===== src/rtl/usb_pkg.sv =====
// usb_pkg: shared USB receive/transmit state encodings, handshake codes and CRC16 constants
package usb_pkg;

    typedef enum logic [2:0] {
        ST_IDLE,
        ST_RECV,
        ST_DROP,
        ST_CHECK,
        ST_HSK
    } rcv_state_t;

    localparam logic [1:0] HSK_NONE = 2'b00;
    localparam logic [1:0] HSK_ACK  = 2'b01;
    localparam logic [1:0] HSK_NAK  = 2'b10;

    localparam logic [15:0] CRC16_INIT     = 16'hFFFF;
    localparam logic [15:0] CRC16_POLY_REF = 16'hA001;
    localparam logic [15:0] CRC16_RESIDUAL = 16'hB001;

endpackage


===== src/rtl/usb_crc16_byte.sv =====
// usb_crc16_byte: combinational byte-wide USB CRC16 update, byte shifted in LSB first
module usb_crc16_byte
    import usb_pkg::*;
(
    input  logic [15:0] crc_in,
    input  logic [7:0]  data,
    output logic [15:0] crc_out
);

    // one reflected-polynomial step per data bit, LSB first as on the wire
    always_comb begin
        crc_out = crc_in;
        for (int i = 0; i < 8; i++)
            crc_out = (crc_out[0] ^ data[i]) ? ((crc_out >> 1) ^ CRC16_POLY_REF) : (crc_out >> 1);
    end

endmodule


===== src/rtl/usb_rcv_ctrl.sv =====
// usb_rcv_ctrl: OUT/SETUP data-stage receive controller; writes payload to the FIFO,
// checks CRC16, length and DATA0/DATA1 toggle, then issues the handshake and flushes
// rejected payloads. Define USB_RCV_TOGGLE_EN to enable data toggle tracking.
module usb_rcv_ctrl
    import usb_pkg::*;
#(
    parameter int ADDR_WIDTH = 4,
    parameter int MAX_PKT    = 8
) (
    input  logic       clk,
    input  logic       rst0_async,
    input  logic       pkt_start,
    input  logic       pkt_pid_odd,
    input  logic       ep_en,
    input  logic       toggle_clr,
    input  logic       rx_valid,
    input  logic [7:0] rx_data,
    input  logic       rx_eop,
    input  logic       rx_err,
    output logic       fifo_wr_en,
    output logic [7:0] fifo_wr_data,
    input  logic       fifo_full,
    input  logic       fifo_empty,
    output logic       fifo_rst0_sync,
    output logic       hsk_req,
    output logic [1:0] hsk_code,
    output logic       trsac_ok,
    output logic [6:0] byte_cnt,
    output logic       toggle
);

    localparam logic [7:0] CNT_MAX = 8'(MAX_PKT + 2);

    rcv_state_t  state, state_nx;
    logic [15:0] crc, crc_nx;
    logic [7:0]  cnt, cnt_inc;
    logic        nak, err, ovf_now, wr, match, commit;
    logic [1:0]  code;
    logic        unused_cfg;

    assign unused_cfg = ^ADDR_WIDTH;

    usb_crc16_byte u_crc (
        .crc_in (crc),
        .data   (rx_data),
        .crc_out(crc_nx)
    );

    // counter includes the two CRC bytes and saturates rather than wrapping
    assign cnt_inc = (cnt == 8'hFF) ? cnt : cnt + 8'd1;
    assign ovf_now = rx_valid && (fifo_full || cnt_inc > CNT_MAX);
    assign wr      = state == ST_RECV && rx_valid && !fifo_full;

    // state register
    always_ff @(posedge clk or negedge rst0_async)
        if (!rst0_async) state <= ST_IDLE;
        else state <= state_nx;

    // next-state: a byte arriving with rx_eop is processed before the end of packet
    always_comb begin
        state_nx = state;
        case (state)
            ST_IDLE:  if (pkt_start) state_nx = (ep_en && fifo_empty) ? ST_RECV : ST_DROP;
            ST_RECV:  state_nx = rx_eop ? ST_CHECK : ovf_now ? ST_DROP : ST_RECV;
            ST_DROP:  if (rx_eop) state_nx = ST_CHECK;
            ST_CHECK: state_nx = ST_HSK;
            default:  state_nx = ST_IDLE;
        endcase
    end

    // decision: errors and bad CRC stay silent, a pending NAK beats an ACK,
    // and only an in-sequence ACK commits the payload
    always_comb begin
        code   = err ? HSK_NONE : nak ? HSK_NAK :
                 (crc != CRC16_RESIDUAL || cnt < 8'd2) ? HSK_NONE : HSK_ACK;
        commit = state == ST_CHECK && code == HSK_ACK && match;
    end

    // running CRC, byte counter and reject flags for the packet in flight
    always_ff @(posedge clk or negedge rst0_async)
        if (!rst0_async) begin
            crc <= CRC16_INIT;
            cnt <= 8'd0;
            nak <= 1'b0;
            err <= 1'b0;
        end else if (state == ST_IDLE) begin
            if (pkt_start) begin
                crc <= CRC16_INIT;
                cnt <= 8'd0;
                err <= 1'b0;
                nak <= !(ep_en && fifo_empty);
            end
        end else begin
            if (state == ST_RECV && rx_valid) begin
                crc <= crc_nx;
                cnt <= cnt_inc;
                if (ovf_now) nak <= 1'b1;
            end
            if ((state == ST_RECV || state == ST_DROP) && rx_err) err <= 1'b1;
        end

    // registered FIFO write port and handshake outputs; flush lands in the HSK cycle
    always_ff @(posedge clk or negedge rst0_async)
        if (!rst0_async) begin
            fifo_wr_en     <= 1'b0;
            fifo_wr_data   <= 8'h00;
            fifo_rst0_sync <= 1'b1;
            hsk_req        <= 1'b0;
            hsk_code       <= HSK_NONE;
            trsac_ok       <= 1'b0;
            byte_cnt       <= 7'd0;
        end else begin
            fifo_wr_en     <= wr;
            if (wr) fifo_wr_data <= rx_data;
            hsk_req        <= state == ST_CHECK;
            trsac_ok       <= commit;
            fifo_rst0_sync <= !(state == ST_CHECK && !commit);
            if (state == ST_CHECK) hsk_code <= code;
            if (commit) byte_cnt <= 7'(cnt - 8'd2);
        end

`ifdef USB_RCV_TOGGLE_EN
    logic pid;

    assign match = pid == toggle;

    // capture the packet's data PID and advance the expected toggle on commit; clear wins
    always_ff @(posedge clk or negedge rst0_async)
        if (!rst0_async) begin
            pid    <= 1'b0;
            toggle <= 1'b0;
        end else begin
            if (state == ST_IDLE && pkt_start) pid <= pkt_pid_odd;
            toggle <= toggle_clr ? 1'b0 : commit ? ~toggle : toggle;
        end
`else
    logic unused_toggle_in;

    assign unused_toggle_in = pkt_pid_odd ^ toggle_clr;
    assign match            = 1'b1;
    assign toggle           = 1'b0;
`endif

endmodule

===== config.mk =====
export PLATFORM = sky130hd
export DESIGN_NAME = usb_rcv_ctrl
export DESIGN_NICKNAME = d
export VERILOG_FILES = /design/src/rtl/usb_pkg.sv /design/src/rtl/usb_crc16_byte.sv /design/src/rtl/usb_rcv_ctrl.sv
export SDC_FILE = /design/constraint.sdc
export NUM_CORES = 1
export LEC_CHECK = 0
export BUFFER_PORTS_ARGS = -buffer_cell sky130_fd_sc_hd__buf_2
export CORE_ASPECT_RATIO = 0.75
export CORE_MARGIN = 5
export CORE_UTILIZATION = 35
export CTS_CLUSTER_SIZE = 8
export DETAILED_ROUTE_END_ITERATION = 10
export GPL_ROUTABILITY_DRIVEN = 0
export PLACE_DENSITY = 0.5
export SLEW_MARGIN = 15
export SYNTH_ARGS = -nofsm -noshare
export SYNTH_HDL_FRONTEND = slang
export SYNTH_SLANG_ARGS = --single-unit

===== constraint.sdc =====
create_clock -name clk -period 2.5 [get_ports clk]
set_input_delay 0.375 -clock clk [delete_from_list [all_inputs] [get_ports clk]]
set_output_delay 0.375 -clock clk [all_outputs]
set_load 0.01 [all_outputs]

Yosys cells after proc, flatten, opt, wreduce, memory -nomap -nowiden

Index checks and enable logic that the tools add are counted.

Bits in registers: 50
Bits of input ports: 19
Output and inout bits: 22
Logic and storage cells: 93

Add/subtract/negate cells: 2
Order comparisons: 2
Eq/ne operators: 8
Mux-type cells: 31
Bitwise gates (word level): 16
Reduce and logical (&&, ||, !) cells: 22

Operator list:

| cell                                                                             | number |
|---|---|
| 16-bit 2-to-1 mux                                                                | 11 |
| 8-bit 2-to-1 mux                                                                 | 4 |
| 2-bit inverter with 3-bit output                                                 | 8 |
| 16-bit inequality test (second input constant)                                   | 1 |
| 3-bit one-hot mux with 4 select lines                                            | 1 |
| 2-bit 2-to-1 mux                                                                 | 5 |
| 8-bit by 1-bit adder with 8-bit output (second input constant)                   | 1 |
| 8-bit equality test (second input constant)                                      | 1 |
| 8-bit by 4-bit greater-than comparator with 1-bit output (second input constant) | 1 |
| 8-bit by 2-bit less-than comparator with 1-bit output (second input constant)    | 1 |
| 1-bit 2-to-1 mux                                                                 | 8 |
| 1-bit XOR                                                                        | 8 |
| 1-bit logical AND                                                                | 7 |
| 7-bit by 2-bit subtractor with 7-bit output (second input constant)              | 1 |
| 3-bit by 2-bit equality test with 1-bit output (second input constant)           | 2 |
| 3-bit 2-to-1 mux                                                                 | 2 |
| 2-bit AND reduction                                                              | 3 |
| 2-bit nonzero test                                                               | 3 |
| 1-bit zero test                                                                  | 4 |
| 2-bit inequality test (second input constant)                                    | 2 |
| 3-bit by 1-bit equality test with 1-bit output (second input constant)           | 1 |
| 3-bit zero test                                                                  | 1 |
| 1-bit logical OR                                                                 | 3 |
| 3-bit AND reduction                                                              | 1 |
| 2-bit by 1-bit equality test with 1-bit output (second input constant)           | 1 |

Longest topological paths before layout

Gate-level depths: netlist of the first run.

Depth after elaboration: 18
Gate-level depth with buffers: 7
Mapped depth without buffers: 6

Cells and area by module

A second synthesis of the first run with hierarchy kept.

Cell total of the unflattened synthesis: 231
Area, all modules: 2598.7 um2

Modules (own cells, without submodules):

| module         | instances | cells an instance | area an instance (um2) | sequential area each (um2) |
|---|---|---|---|---|
| usb_rcv_ctrl   | 1         | 205               | 2347.3                 | 1272.5 |
| usb_crc16_byte | 1         | 26                | 251.5                  | 0.0 |

Least setup slack after synthesis of the first run

Ideal clock, no wire load.

Kind: register -> register
From: reg crc[0]
To: reg byte_cnt[0]
Library setup time: 0.125 ns
Arrival: 1.937 ns
Data required time: 2.375 ns
Path slack: 0.438 ns
Stages on the path, launching flop included: 6
Buffers on the path: 1
Clock period less this slack: 2.062 ns
Cell sequence: dfstp_2 or4b_1 nor4_2 and2_1 buf_6 mux2_4

Word-level cells in the longest chain between the ends: 7

RTL lines:

| item                                           | RTL line            | RTL |
|---|---|---|
| from (decl)                                    | usb_rcv_ctrl.sv:35  | `logic [15:0] crc, crc_nx;` |
| from (signal assigned)                         | usb_rcv_ctrl.sv:95  | `crc <= crc_nx;` |
| 16-bit inequality test                         | usb_rcv_ctrl.sv:75  | `(crc != CRC16_RESIDUAL \|\| cnt < 8'd2) ? HSK_NONE : HSK_ACK;` |
| 1-bit logical OR                               | usb_rcv_ctrl.sv:75  |  |
| 1-bit 2-to-1 mux                               | usb_rcv_ctrl.sv:75  |  |
| 2-bit 2-to-1 mux (2 in a row)                  | usb_rcv_ctrl.sv:74  | `code = err ? HSK_NONE : nak ? HSK_NAK :` |
| 2-bit by 1-bit equality test with 1-bit output | usb_rcv_ctrl.sv:76  | `commit = state == ST_CHECK && code == HSK_ACK && match;` |
| 1-bit logical AND                              | usb_rcv_ctrl.sv:76  |  |
| to (signal assigned)                           | usb_rcv_ctrl.sv:119 | `if (commit) byte_cnt <= 7'(cnt - 8'd2);` |
| to (decl)                                      | usb_rcv_ctrl.sv:28  | `output logic [6:0] byte_cnt,` |

No other way between the ends.
A chain may end at the register's enable or synchronous reset.

Worst setup path after layout of the first run

Ends and elaborated chain as after synthesis.

==> results of run 1 <==
==> state kept, by name, indices dropped and copies added (netlist names) <==
signal,count
fifo_rst0_sync,1
nak,1
hsk_req,1
fifo_wr_data,8
byte_cnt,7
hsk_code,2
crc,16
fifo_wr_en,1
trsac_ok,1
err,1
state,3
cnt,8
==> placed cells by master, fill, tap and decap left out, drive strengths merged, types with 5 or more instances in the layout <==
cell type | netlist | routed
buf | 4 | 46
xnor2 | 21 | 21
nand3 | 8 | 8
a21oi | 25 | 25
xor2 | 5 | 5
dfrtp | 33 | 33
mux2 | 10 | 10
o22a | 5 | 5
nand2 | 15 | 15
clkbuf | 7 | 7
a31oi | 5 | 5
nor4 | 5 | 5
nor2 | 19 | 19
inv | 9 | 9
dfstp | 17 | 17
==> through the flow <==
| step | instances | setup slack (ns) | area, µm² |
|---|---|---|---|
| after floorplan | 236 | 0.438 | 2540 |
| after global placement | 369 | 0.457 | 2850 |
| after detailed placement | 369 | 0.426 | 2850 |
| after CTS | 377 | 0.405 | 2960 |
| after global routing | 377 | 0.175 | 2960 |
| final | 377 | 0.429 | 2960 |
==> path summary, 6_finish.rpt <==
path	from	to	slack (ns)	cells after the start
worst min register to register	hsk_code[0]	hsk_code[0]	0.49	1
worst max register to register	crc[0]	byte_cnt[0]	0.43	4
worst max-delay path	crc[0]	byte_cnt[0]	0.43	4
max in group asynchronous	rst0_async	fifo_rst0_sync	1.77	2
worst min-delay path	rst0_async	fifo_wr_data[7]	0.02	1
min in group clk	rx_valid	state[0]	0.31	2
==> layout make-up <==
| cell class | count | area (µm²) |
|---|---|---|
| sequential | 50 | 1270 |
| tap | 98 | 123 |
| timing repair buffer | 46 | 253 |
| clock buffer | 7 | 96.3 |
| inverter | 9 | 33.8 |
| clock inverter | 1 | 8.76 |
| fill | 690 | 3970 |
| multi-input combinational | 166 | 1170 |
==> power breakdown <==
part | switching, µW | internal, µW
registers | 206 | 1090
clock network | 280 | 254
logic | 583 | 550
total | 1070 | 1900
==> cell families (layout without fill, tap and decap cells) <==
kind of cell    after synthesis  in the layout
buf+inv                      20             63
compound gates               52             52
other cells                   1              1
fa+ha+maj                     3              3
flops                        50             50
simple gates                 69             69
mux                          14             14
xor+xnor                     27             27
==> layer usage <==
| metal | up-vias | track usage (%) | routed length (µm) |
|---|---|---|---|
| li1 | 919 | - | - |
| met1 | 852 | 20.8 | 3080 |
| met2 | 46 | 15.9 | 2040 |
| met3 | 8 | 3.40 | 336 |
| met4 | 0 | 3.78 | 60 |
| met5 | - | 0 | 0 |
==> worst reg2reg max path: stages, from the launching register on <==
cell and delay, ns:
sky130_fd_sc_hd__dfstp_2 0.56, sky130_fd_sc_hd__or4b_1 0.52, sky130_fd_sc_hd__nor4_2 0.31, sky130_fd_sc_hd__and2_1 0.27, sky130_fd_sc_hd__mux2_4 0.31
==> run summary, run 1 <==
The run finished with clean final reports. No sink is reached through more buffers than the 2 on the longest clock path. The post-detailed-route via-to-cell ratio is 4.84. The final hold violation count is 0. The clock insertion delay at the later pin of the skew report came out at 0.30 ns. In the post-synthesis netlist, the biggest area contributors are sky130_fd_sc_hd__dfrtp_1 33%, sky130_fd_sc_hd__dfstp_2 18%, sky130_fd_sc_hd__xnor2_1 7.3%. The pin count of the biggest net entering global routing came out at 22. The xor and xnor fraction of the mapped netlist area came out at 9.87%. The worst-case headroom to the max-slew limit came out at 61.3%. The final number of setup-violating endpoints came out at 0.

The portion of synthesized cell area occupied by the leading cell type is 32.6%. The number of distinct standard cells referenced by the synthesized netlist is 48. The antenna diode count is 0.

The net count of the finished layout is 300. The setup path with the least slack is of type flip-flop to flip-flop. The die span in x came out at 108 µm. The power density over cell area is 1000 nW/µm². The first-pass GRT wire length is 9.18 mm. The fraction of registers with async set or reset after synthesis is 100%.

The routed design has 5.52 mm of wire. In the routed design, unresolved DRC markers number 0. The initial standard-cell utilization of the core came out at 36.6%. The remaining global-route overflow is 0. The number of nets still failing antenna checks after routing came out at 0. The area share of and/or/nand/nor cells after synthesis is 15.3%. The number of port buffers is 37. The TritonCTS buffer count is 5. Ranked by instance count, the synthesized netlist is headed by 33 x sky130_fd_sc_hd__dfrtp_1, 25 x sky130_fd_sc_hd__a21oi_1, 21 x sky130_fd_sc_hd__xnor2_1, 18 x sky130_fd_sc_hd__nor2_1, 17 x sky130_fd_sc_hd__dfstp_2. The worst hold margin is 0.0202 ns. The floorplan step defined a die boundary enclosing 9070 µm². The number of flops mapped to enable cells by yosys is 0. After detailed routing, the average wire length per cell comes to 14.6 µm. Setup repair after global routing left no endpoint under its margin. For this run, the leading register cell type out of synthesis is sky130_fd_sc_hd__dfrtp_1.

The biggest area contributor in the post-synthesis netlist is sky130_fd_sc_hd__dfrtp_1. The clock sink count is 50. In this run the mean area of a mapped cell was 10.7 µm². The analysis attributes to cell leakage a power of 0.00132 µW.

The worst-margin pin slew is 0.579 ns. The worst setup path is launched from a flip-flop. The largest individual stage delay along the critical path comes from the cell sky130_fd_sc_hd__dfstp_2. The register bit total from synthesis came out at 50. The number of hold buffers added after cts came out at 0. Gates resized during post-CTS repair numbered 0. In the synthesized netlist, the number of instances is 236.

Traced cell by cell, the critical path runs through or4b_1 > nor4_2 > and2_1 > mux2_4. The layout cell share with drive strength beyond 1 is 31.2%. The worst min-delay path category is input pin to asynchronous set/reset pin. The clock arrives with 0.00662 ns of skew.

The floorplan row count came out at 26. The total area inside the core boundary comes to 6930 µm². The total number of vias came out at 1825. The endpoint type of the worst setup path is a flip-flop.

The maximum fanout along the worst path is 3. Synthesis produced a netlist with a net count of 258. The number of I/O pins came out at 41. The starting DRC count in detailed routing came out at 105. Measured on the finished design, the core utilization comes to 42.7%. The post-synth design cell area is 2540 µm². The highest achievable clock rate is 0.483 GHz. The peak supply drop came out at 0.421 mV. The buffer and inverter count on the worst path came out at 0. Measured against the total synthesized area, the mux share comes to 6.31%. In this run the clock root is driven by a sky130_fd_sc_hd__clkbuf_8.

At the worst endpoint, the required time is 2.69 ns. The share of the clock period used by the worst path came out at 82.8%. By area, the combinational part of the netlist is dominated by simple AND/OR/NAND/NOR gates. TritonCTS built the clock tree. The number of iterations in the first detailed-routing pass is 4.

Broken down by cell family, the worst path's largest delay share belongs to simple AND/OR/NAND/NOR gates. The adder and majority gate portion of the synthesized area came out at 1.48%. The number of global-route vias before repair came out at 1801. The total power draw came out at 2970 µW. The buffers inserted during post-CTS setup optimization is 0. The minimum period implied by the final worst setup slack came out at 2.07 ns.

The number of max-cap violations came out at 0. During synthesis, Yosys emitted a total of 0 warnings. The largest incremental delay on the critical path is 0.56 ns. Data on the critical path arrives at its endpoint at 2.26 ns. The initial antenna violation count is 0.

The total negative slack came out at 0 ns. The global-route usage over all layers is 12.8%. Measured along the y axis, the die boundary spans 83.7 µm.

Relative to the synthesized area, the layout overhead comes to 16.5%. Summing the areas of all compound-gate instances in the mapped netlist gives 12.9% of the synthesized area. The part of the Yosys area used for sequential elements came out at 50.2%. The final HPWL from detailed placement is 4.06 mm. In the post-synthesis netlist, the cell with the most instances is sky130_fd_sc_hd__dfrtp_1.

The count of pins over their slew limit is 0. The total number of H-tree levels came out at 2. The clock slew seen by the registers of the worst setup and hold paths is 0.10 ns.
No activity file was read; power rests on OpenSTA's default activity.
==> run 2, diff against run 1 <==
- ABC_AREA: not set -> 1
- PLACE_DENSITY: 0.5 -> 0.49
- clock period: 2.5 -> 2 ns (I/O delays scaled with it)
==> run 2 against run 1 <==
- cell count up 31%
- area after synthesis up 7.2%
- critical path depth up 15
- highest routed layer unchanged
==> run summary, run 2 <==
The filler cell count in the final layout came out at 769 (+11%). The leakage power came out at 0.00180 µW (+36%). The initial antenna violation count came out at 0 (unchanged). The total number of H-tree levels came to 2 (unchanged).

The post-synth design cell area was 2720 µm² (+7.2%). The classification of the worst setup path is flip-flop to flip-flop. The smallest setup slack after layout came to 0.0588 ns (-0.370 ns). The die span in x came out at 112 µm (+3.2%). The clock sink count is 50 (unchanged). The highest achievable clock rate is 0.515 GHz (+6.7%).

The starting DRC count in detailed routing came to 91 (-13%). The final layout net count came out at 414 (+38%). The remaining design rule violation count is 0 (unchanged). The register bit total from synthesis came out at 50 (unchanged). More flip-flops sit in one register than any other, and that register is crc. The y dimension of the die is 86.3 µm (+3.1%). Leaving out fill and tap cells, the most frequent cells in the layout are 71 x sky130_fd_sc_hd__nand2_1, 42 x sky130_fd_sc_hd__inv_1, 37 x sky130_fd_sc_hd__buf_2. Setup repair after global routing could not meet its margin everywhere. The synthesized design spends more area on one cell type than any other, namely sky130_fd_sc_hd__dfrtp_1. The maximum fanout along the worst path came to 4 (+1). The clock slew seen by the registers of the worst setup and hold paths is 0.09 ns (about the same). The number of nets in the synthesized netlist was 342 (+33%). The number of port buffers is 37 (unchanged). The die footprint is 9650 µm² (+6.4%). The buffer cell driving the clock tree root is sky130_fd_sc_hd__clkbuf_8. The global-route usage over all layers came to 13.1% (+0.31 points).

The area share of and/or/nand/nor cells after synthesis is 28.2% (+13 points). The pin count of the biggest net entering global routing was 51 (+130%). The clock insertion delay at the later pin of the skew report is 0.30 ns (about the same). The worst hold margin is 0.0926 ns (+0.0725 ns). The area taken by flip-flops and latches is 1270 µm² (unchanged). The cell count after placement is 477 (+29%). The fraction of registers with async set or reset after synthesis is 100% (unchanged). The adder and majority gate portion of the synthesized area is 1.38% (-0.099 points).

The floorplan row count was 27 (+3.8%). The remaining global-route overflow is 0 (unchanged). The worst-case headroom to the max-slew limit came out at 59.1% (-2.2 points). The layout cell share with drive strength beyond 1 came to 37.2% (+6.0 points). The share of the clock period used by the worst path came out at 97.1% (+14 points). The number of global-route vias before repair is 2111 (+17%). The main combinational cell family by area after synthesis is simple AND/OR/NAND/NOR gates. The flow ran to the end, and the final reports show no timing, DRC or antenna violations. In this run the worst hold path is classified as input pin to asynchronous set/reset pin. The final hold violation count came out at 0 (unchanged). The core outline area was 7470 µm² (+7.7%). The antenna diode count is 0 (unchanged).

The post-detailed-route via-to-cell ratio came out at 4.55 (-6.1%). The xor and xnor fraction of the mapped netlist area is 6.35% (-3.5 points). The relative area change from synthesis to final layout came out at 27.8%. In the synthesized netlist, the cells that appear most often are 75 x sky130_fd_sc_hd__nand2_1, 42 x sky130_fd_sc_hd__inv_1, 33 x sky130_fd_sc_hd__dfrtp_1, 18 x sky130_fd_sc_hd__nand3_1, 17 x sky130_fd_sc_hd__dfstp_2. The number of distinct standard cells referenced by the synthesized netlist is 33 (-31%). The average wire per standard cell came out at 12.6 µm (-14%). The number of iterations in the first detailed-routing pass is 4 (unchanged). The final number of setup-violating endpoints was 0 (unchanged).

The total number of vias came out at 2246 (+23%). The count of pins over their slew limit is 0 (unchanged). The part of the Yosys area used for sequential elements came out at 46.8% (-3.3 points). The flip-flop count of the largest register after layout came to 16 (unchanged). The most used flip-flop cell after synthesis is sky130_fd_sc_hd__dfrtp_1.

The first-pass GRT wire length came out at 10.3 mm (+12%). The number of warnings reported in the yosys synthesis log came out at 0 (unchanged). The routed wire length is 6.21 mm (+12%).

The endpoint type of the worst setup path is a flip-flop. The clock tree buffer depth was 2 (unchanged). The portion of synthesized cell area occupied by the leading cell type came out at 30.4% (-2.2 points).

The post-route clock skew is 0.0108 ns (+0.00423 ns). The minimum period implied by the final worst setup slack is 1.94 ns (-0.130 ns). Sorting the synthesized cells by area gives the leading types as sky130_fd_sc_hd__dfrtp_1 30%, sky130_fd_sc_hd__dfstp_2 16%, sky130_fd_sc_hd__nand2_1 10%. The mux cell area share after synthesis came out at 0% (-6.3 points). The post-placement worst setup slack came out at 0.0248 ns (-0.401 ns). STA classifies the critical path startpoint as a flip-flop. The share of the synthesized area in compound gates (AO/OA/AOI/OAI) came out at 9.35% (-3.6 points).

The synthesized netlist cell count is 320 (+36%). The peak supply drop is 0.435 mV (+3.3%). The final HPWL from detailed placement came to 4.76 mm (+17%). The number of non-filler instances in the completed layout came out at 494 (+31%). The number of nets still failing antenna checks after routing came out at 0 (unchanged).

The mean instance size in the synthesized netlist came out at 8.49 µm² (-21%). The data required time at the worst endpoint came out at 2.24 ns (-0.45 ns). The data arrival time of the critical path came out at 2.18 ns (-0.08 ns). The number of flops mapped to enable cells by yosys is 0 (unchanged). The number of hold buffers added after cts is 0 (unchanged). The area of combinational cells with multiple inputs is 1360 µm² (+17%). The number of I/O pins came out at 41 (unchanged). The TritonCTS buffer count is 5 (unchanged). The power density over cell area came out at 1340 nW/µm² (+34%). The worst-margin pin slew is 0.614 ns (+0.0346 ns). The utilization of the core after routing came out at 46.5% (+3.9 points). The total power draw is 4660 µW (+57%). The library cell used most frequently in the layout, excluding fill and tap cells, is sky130_fd_sc_hd__nand2_1.

TritonCTS built the clock tree. In the final layout, the registers with the most flip-flops are crc: 16 flops, cnt: 8 flops, fifo_wr_data: 8 flops. The number of max-cap violations was 0 (unchanged).

Yosys instantiated no cell more often than sky130_fd_sc_hd__nand2_1. The initial standard-cell utilization of the core came out at 36.4% (-0.20 points).
## run 2: cell count changes in the layout (fill, tap and decap cells not counted), moves of 15 or more
cell	change
sky130_fd_sc_hd__nand2_1	+56
sky130_fd_sc_hd__xnor2_1	-17
sky130_fd_sc_hd__inv_1	+33
sky130_fd_sc_hd__a21oi_1	-15
sky130_fd_sc_hd__buf_4	+24
## run 2: timing repair
action,CTS,global route
buffers inserted,0,9
setup endpoints to repair,0,8
gates resized for setup,0,27
## run 2: power by group
| part | total (µW) | internal [µW] | switching, µW |
|---|---|---|---|
| sequential | 1610 | 1400 | 208 |
| clock | 595 | 280 | 315 |
| combinational | 2460 | 1080 | 1380 |
| total | 4660 | 2760 | 1900 |
## run 2: kinds of logic (layout without fill, tap and decap cells)
logic type / after synthesis / in the layout
compound gates: 46 / 46
xor+xnor: 18 / 18
fa+ha+maj: 3 / 3
buf+inv: 54 / 127
flops: 50 / 50
other cells: 1 / 1
simple gates: 148 / 148
## run 2: layout make-up
cell class	count	area share, %
clock inverters	1	0.144
multi-input cells	216	39.3
inverters	49	5.37
clock buffers	7	2.49
flip-flops and latches	50	36.6
repair buffers	70	12.5
well taps	101	3.64
## run 2: path summary, 6_finish.rpt
check | cells past startpoint | end | slack, ns | start
hold reg to reg | 2 | fifo_wr_data[5] | 0.47 | fifo_wr_data[5]
hold / removal | 2 | nak | 0.09 | rst0_async
max in group asynchronous | 2 | cnt[5] | 1.49 | rst0_async
min in group clk | 3 | fifo_wr_data[4] | 0.23 | rx_data[4]
setup reg to reg | 19 | crc[0] | 0.06 | crc[0]
setup / recovery | 19 | crc[0] | 0.06 | crc[0]
## run 2: critical path: stages (launching register included)
cell                      delay, ns
sky130_fd_sc_hd__dfstp_2       0.57
sky130_fd_sc_hd__inv_2         0.05
sky130_fd_sc_hd__nand2_1       0.05
sky130_fd_sc_hd__nand2_1       0.06
sky130_fd_sc_hd__nand2_2       0.11
sky130_fd_sc_hd__nand2_4       0.07
sky130_fd_sc_hd__nand2_4       0.08
sky130_fd_sc_hd__nand2_4       0.08
sky130_fd_sc_hd__nand2_4       0.07
sky130_fd_sc_hd__nand3_4       0.09
sky130_fd_sc_hd__nand2_4       0.11
sky130_fd_sc_hd__nand2_4       0.07
sky130_fd_sc_hd__nand2_4       0.07
sky130_fd_sc_hd__nand2_4       0.05
sky130_fd_sc_hd__nand3_2       0.07
sky130_fd_sc_hd__nand2_2       0.05
sky130_fd_sc_hd__nand2_1       0.06
sky130_fd_sc_hd__nand3_2       0.07
sky130_fd_sc_hd__nand2_1       0.07
sky130_fd_sc_hd__inv_1         0.03
## run 2: metrics by stage
step / TNS [ns] / cell area, µm²
3_5_place_dp: 0 / 3180
3_3_place_gp: 0 / 3180
2_1_floorplan: 0 / 2720
5_1_grt: -0.315 / 3470
4_1_cts: 0 / 3270
6_report: 0 / 3470
## run 2: layer usage
metal  track usage, %  part of all wire [%]
met5                0                     0
met2             17.8                    40
met4             2.32                  0.50
met3             3.14                   4.3
met1             20.8                    55
==> run 3, diff against run 2 <==
- PLACE_DENSITY: 0.49 -> 0.57
- SLEW_MARGIN: 15 -> 40
==> run 3 against run 2 <==
- critical path depth stayed put
- sequential power about the same
- register-to-register slack worse by 0.07 ns
- highest routed layer unchanged
- setup slack got worse by 0.074 ns
- wire length rose by 2.3%
- cell count fell by 0.61%
- via count is 1.9% higher
- design area grew 0.79%
- largest power group unchanged
- sequential share of layout area decreased by 0.25 points
- power up 3.1%
- the run now ends with setup timing left
- clock power up 22%
==> run summary, run 3 (synthesized netlist as in run 2, its figures left out) <==
The flow ran to the end, but the final reports show violations. The final reports fail on setup timing. The die span in x came out at 112 µm (unchanged). The layout cell share with drive strength beyond 1 is 36.7% (-0.48 points). The worst-margin pin slew is 0.524 ns (-0.0903 ns).

The top cell types in the final layout, fill and taps aside, are 70 x sky130_fd_sc_hd__nand2_1, 42 x sky130_fd_sc_hd__inv_1, 37 x sky130_fd_sc_hd__buf_2. The final number of setup-violating endpoints is 1 (+1). The floorplan row count came out at 27 (unchanged).

The remaining design rule violation count is 0 (unchanged). The flip-flop count of the largest register after layout came out at 16 (unchanged). The y dimension of the die was 86.3 µm (unchanged). The total number of H-tree levels was 2 (unchanged). The maximum fanout along the worst path came out at 4 (unchanged). The pin count of the biggest net entering global routing is 29 (-43%). The number of iterations in the first detailed-routing pass came out at 4 (unchanged). The data required time at the worst endpoint was 2.24 ns (about the same).

The final layout net count came to 411 (-0.72%). The peak supply drop came out at 0.443 mV (+1.8%). The leading cell type in the layout, fill and taps excluded is sky130_fd_sc_hd__nand2_1. The TritonCTS buffer count came to 5 (unchanged). The routed wire length is 6.35 mm (+2.3%). The largest register by flop count is crc. The data arrival time of the critical path is 2.26 ns (+0.08 ns). The largest registers in the layout are crc: 16 flops, cnt: 8 flops, fifo_wr_data: 8 flops.

On the critical path the largest part of the delay comes from simple AND/OR/NAND/NOR gates. The number of port buffers is 37 (unchanged). The classification of the worst setup path is flip-flop to flip-flop. The area of combinational cells with multiple inputs came out at 1380 µm² (+0.83%). The worst hold margin came out at 0.236 ns (+0.143 ns). The clock tree buffer depth is 2 (unchanged). The initial antenna violation count came out at 0 (unchanged). The post-detailed-route via-to-cell ratio came out at 4.66 (+2.5%). The worst hold path was traced through 3 stages. The number of I/O pins came out at 41 (unchanged).

By instance count, the cell type seen most on the critical path is sky130_fd_sc_hd__nand2_4. The clock sink count is 50 (unchanged). The worst hold path belongs to the class input pin to flip-flop. The share of the clock period used by the worst path was 101% (+3.7 points). The number of global-route vias before repair was 2226 (+5.4%).

The TritonCTS clock tree is done. The logic depth of the worst setup path including buffers is 19 (unchanged). Setup repair after global routing could not meet its margin everywhere. The relative area change from synthesis to final layout came out at 28.8%. STA classifies the critical path startpoint as a flip-flop. The global-route usage over all layers is 13.6% (+0.56 points).

The post-route clock skew came out at 0.0118 ns (+0.000996 ns). The number of nets still failing antenna checks after routing came out at 0 (unchanged). The number of max-cap violations is 0 (unchanged).

The path depth of the worst reg2reg path came to 19 (unchanged). The filler cell count in the final layout came out at 716 (-6.9%). The initial standard-cell utilization of the core is 36.4% (unchanged).

The area taken by flip-flops and latches was 1270 µm² (about the same). The remaining global-route overflow is 0 (unchanged). The smallest setup slack after layout is -0.0151 ns (-0.0740 ns). The power density over cell area came out at 1370 nW/µm² (+2.3%).

The worst-case headroom to the max-slew limit was 65.1% (+6.0 points). The antenna diode count was 0 (unchanged). The starting DRC count in detailed routing is 144 (+58%).

The first-pass GRT wire length is 10.7 mm (+4.0%). The die footprint was 9650 µm² (unchanged). The core outline area is 7470 µm² (unchanged).

The minimum period implied by the final worst setup slack is 2.02 ns (+0.0740 ns). The clock slew seen by the registers of the worst setup and hold paths is 0.09 ns (about the same). Clock tree synthesis selected as its root buffer the cell sky130_fd_sc_hd__clkbuf_8. The total number of vias is 2289 (+1.9%). The count of pins over their slew limit is 0 (unchanged). The cell with the largest stage delay on the worst path is sky130_fd_sc_hd__dfstp_2. The average wire per standard cell was 12.9 µm (+2.9%). The largest incremental delay on the critical path is 0.57 ns (about the same). The signal on the critical path passes through inv_2 > nand2_1 > nand2_1 > nand2_2 > nand2_4 > nand2_4 > nand2_4 > nand2_4 > nand3_4 > nand2_4 > nand2_4 > nand2_4 > nand2_4 > nand3_4 > nand2_4 > nand2_2 > nand3_2 > nand2_1 > inv_1.

STA classifies the critical path endpoint as a flip-flop. The final hold violation count is 0 (unchanged). The final HPWL from detailed placement came out at 4.79 mm (+0.57%).

The buffer and inverter count on the worst path came out at 2 (unchanged). The clock insertion delay at the later pin of the skew report came out at 0.30 ns (about the same). The highest achievable clock rate is 0.496 GHz (-3.7%).

The leakage power was 0.00181 µW (+0.27%). The total power draw came out at 4810 µW (+3.1%).
## run 3: cell count changes in the layout (fill, tap and decap cells not counted), sizes merged
cell / delta
clkinv: -1
bufinv: +1
dlygate4sd3: +1
buf: -4
## run 3: routing by layer
layer	up-vias	global-route usage [%]	part of all wire, %
met2	48	19.8	43
met5	-	0	0
met1	1064	19.8	51
li1	1170	-	-
met4	0	4.64	1.4
met3	7	3.28	5.1
## run 3: report_power, final
group          switching [µW]  total (µW)  internal (µW)
Clock                     320         728            408
Sequential                211        1610           1400
Combinational            1410        2460           1050
Total                    1940        4810           2860
## run 3: stage by stage
stage,cells,instance area [µm²],util (%),worst slack (ns),TNS (ns)
global route,491,3500,46.9,-0.140,-0.430
floorplan,320,2720,-,0.201,0
detailed placement,472,3160,42.3,-0.00259,-0.00259
CTS,481,3290,44.1,0.000293,0
finish,491,3500,46.9,-0.0151,-0.0151
global placement,472,3160,42.3,0.0169,0
## run 3: worst paths after layout
path / startpoint / end / slack, ns
min in group asynchronous: rst0_async / state[1] / 0.50
worst min-delay path: rx_data[5] / fifo_wr_data[5] / 0.24
max in group asynchronous: rst0_async / fifo_rst0_sync / 0.91
worst max-delay path: crc[0] / crc[0] / -0.02
worst min register to register: fifo_wr_data[4] / fifo_wr_data[4] / 0.47
worst max register to register: crc[0] / crc[0] / -0.02
## run 3: timing repair
action	4_1_cts	5_1_grt
hold endpoints to repair	6	0
setup endpoints to repair	2	8
hold buffers	1	0
setup buffers	0	10
cloned	0	0
resized for setup	1	27
pin swaps	0	22
## run 3: final cells by class
cell class | instances | area share, %
Clock buffer | 7 | 2.47
Clock inverter | 1 | 0.858
Inverter | 49 | 5.25
Sequential cell | 50 | 36.4
Timing Repair Buffer | 67 | 12.2
Tap cell | 101 | 3.61
Multi-Input combinational cell | 216 | 39.3
## run 3: tightest hold or removal path: cells and delay by family
kind,cells,cell delay [ns]
buffers and inverters,1,0.10
and+or+nand+nor,2,0.10
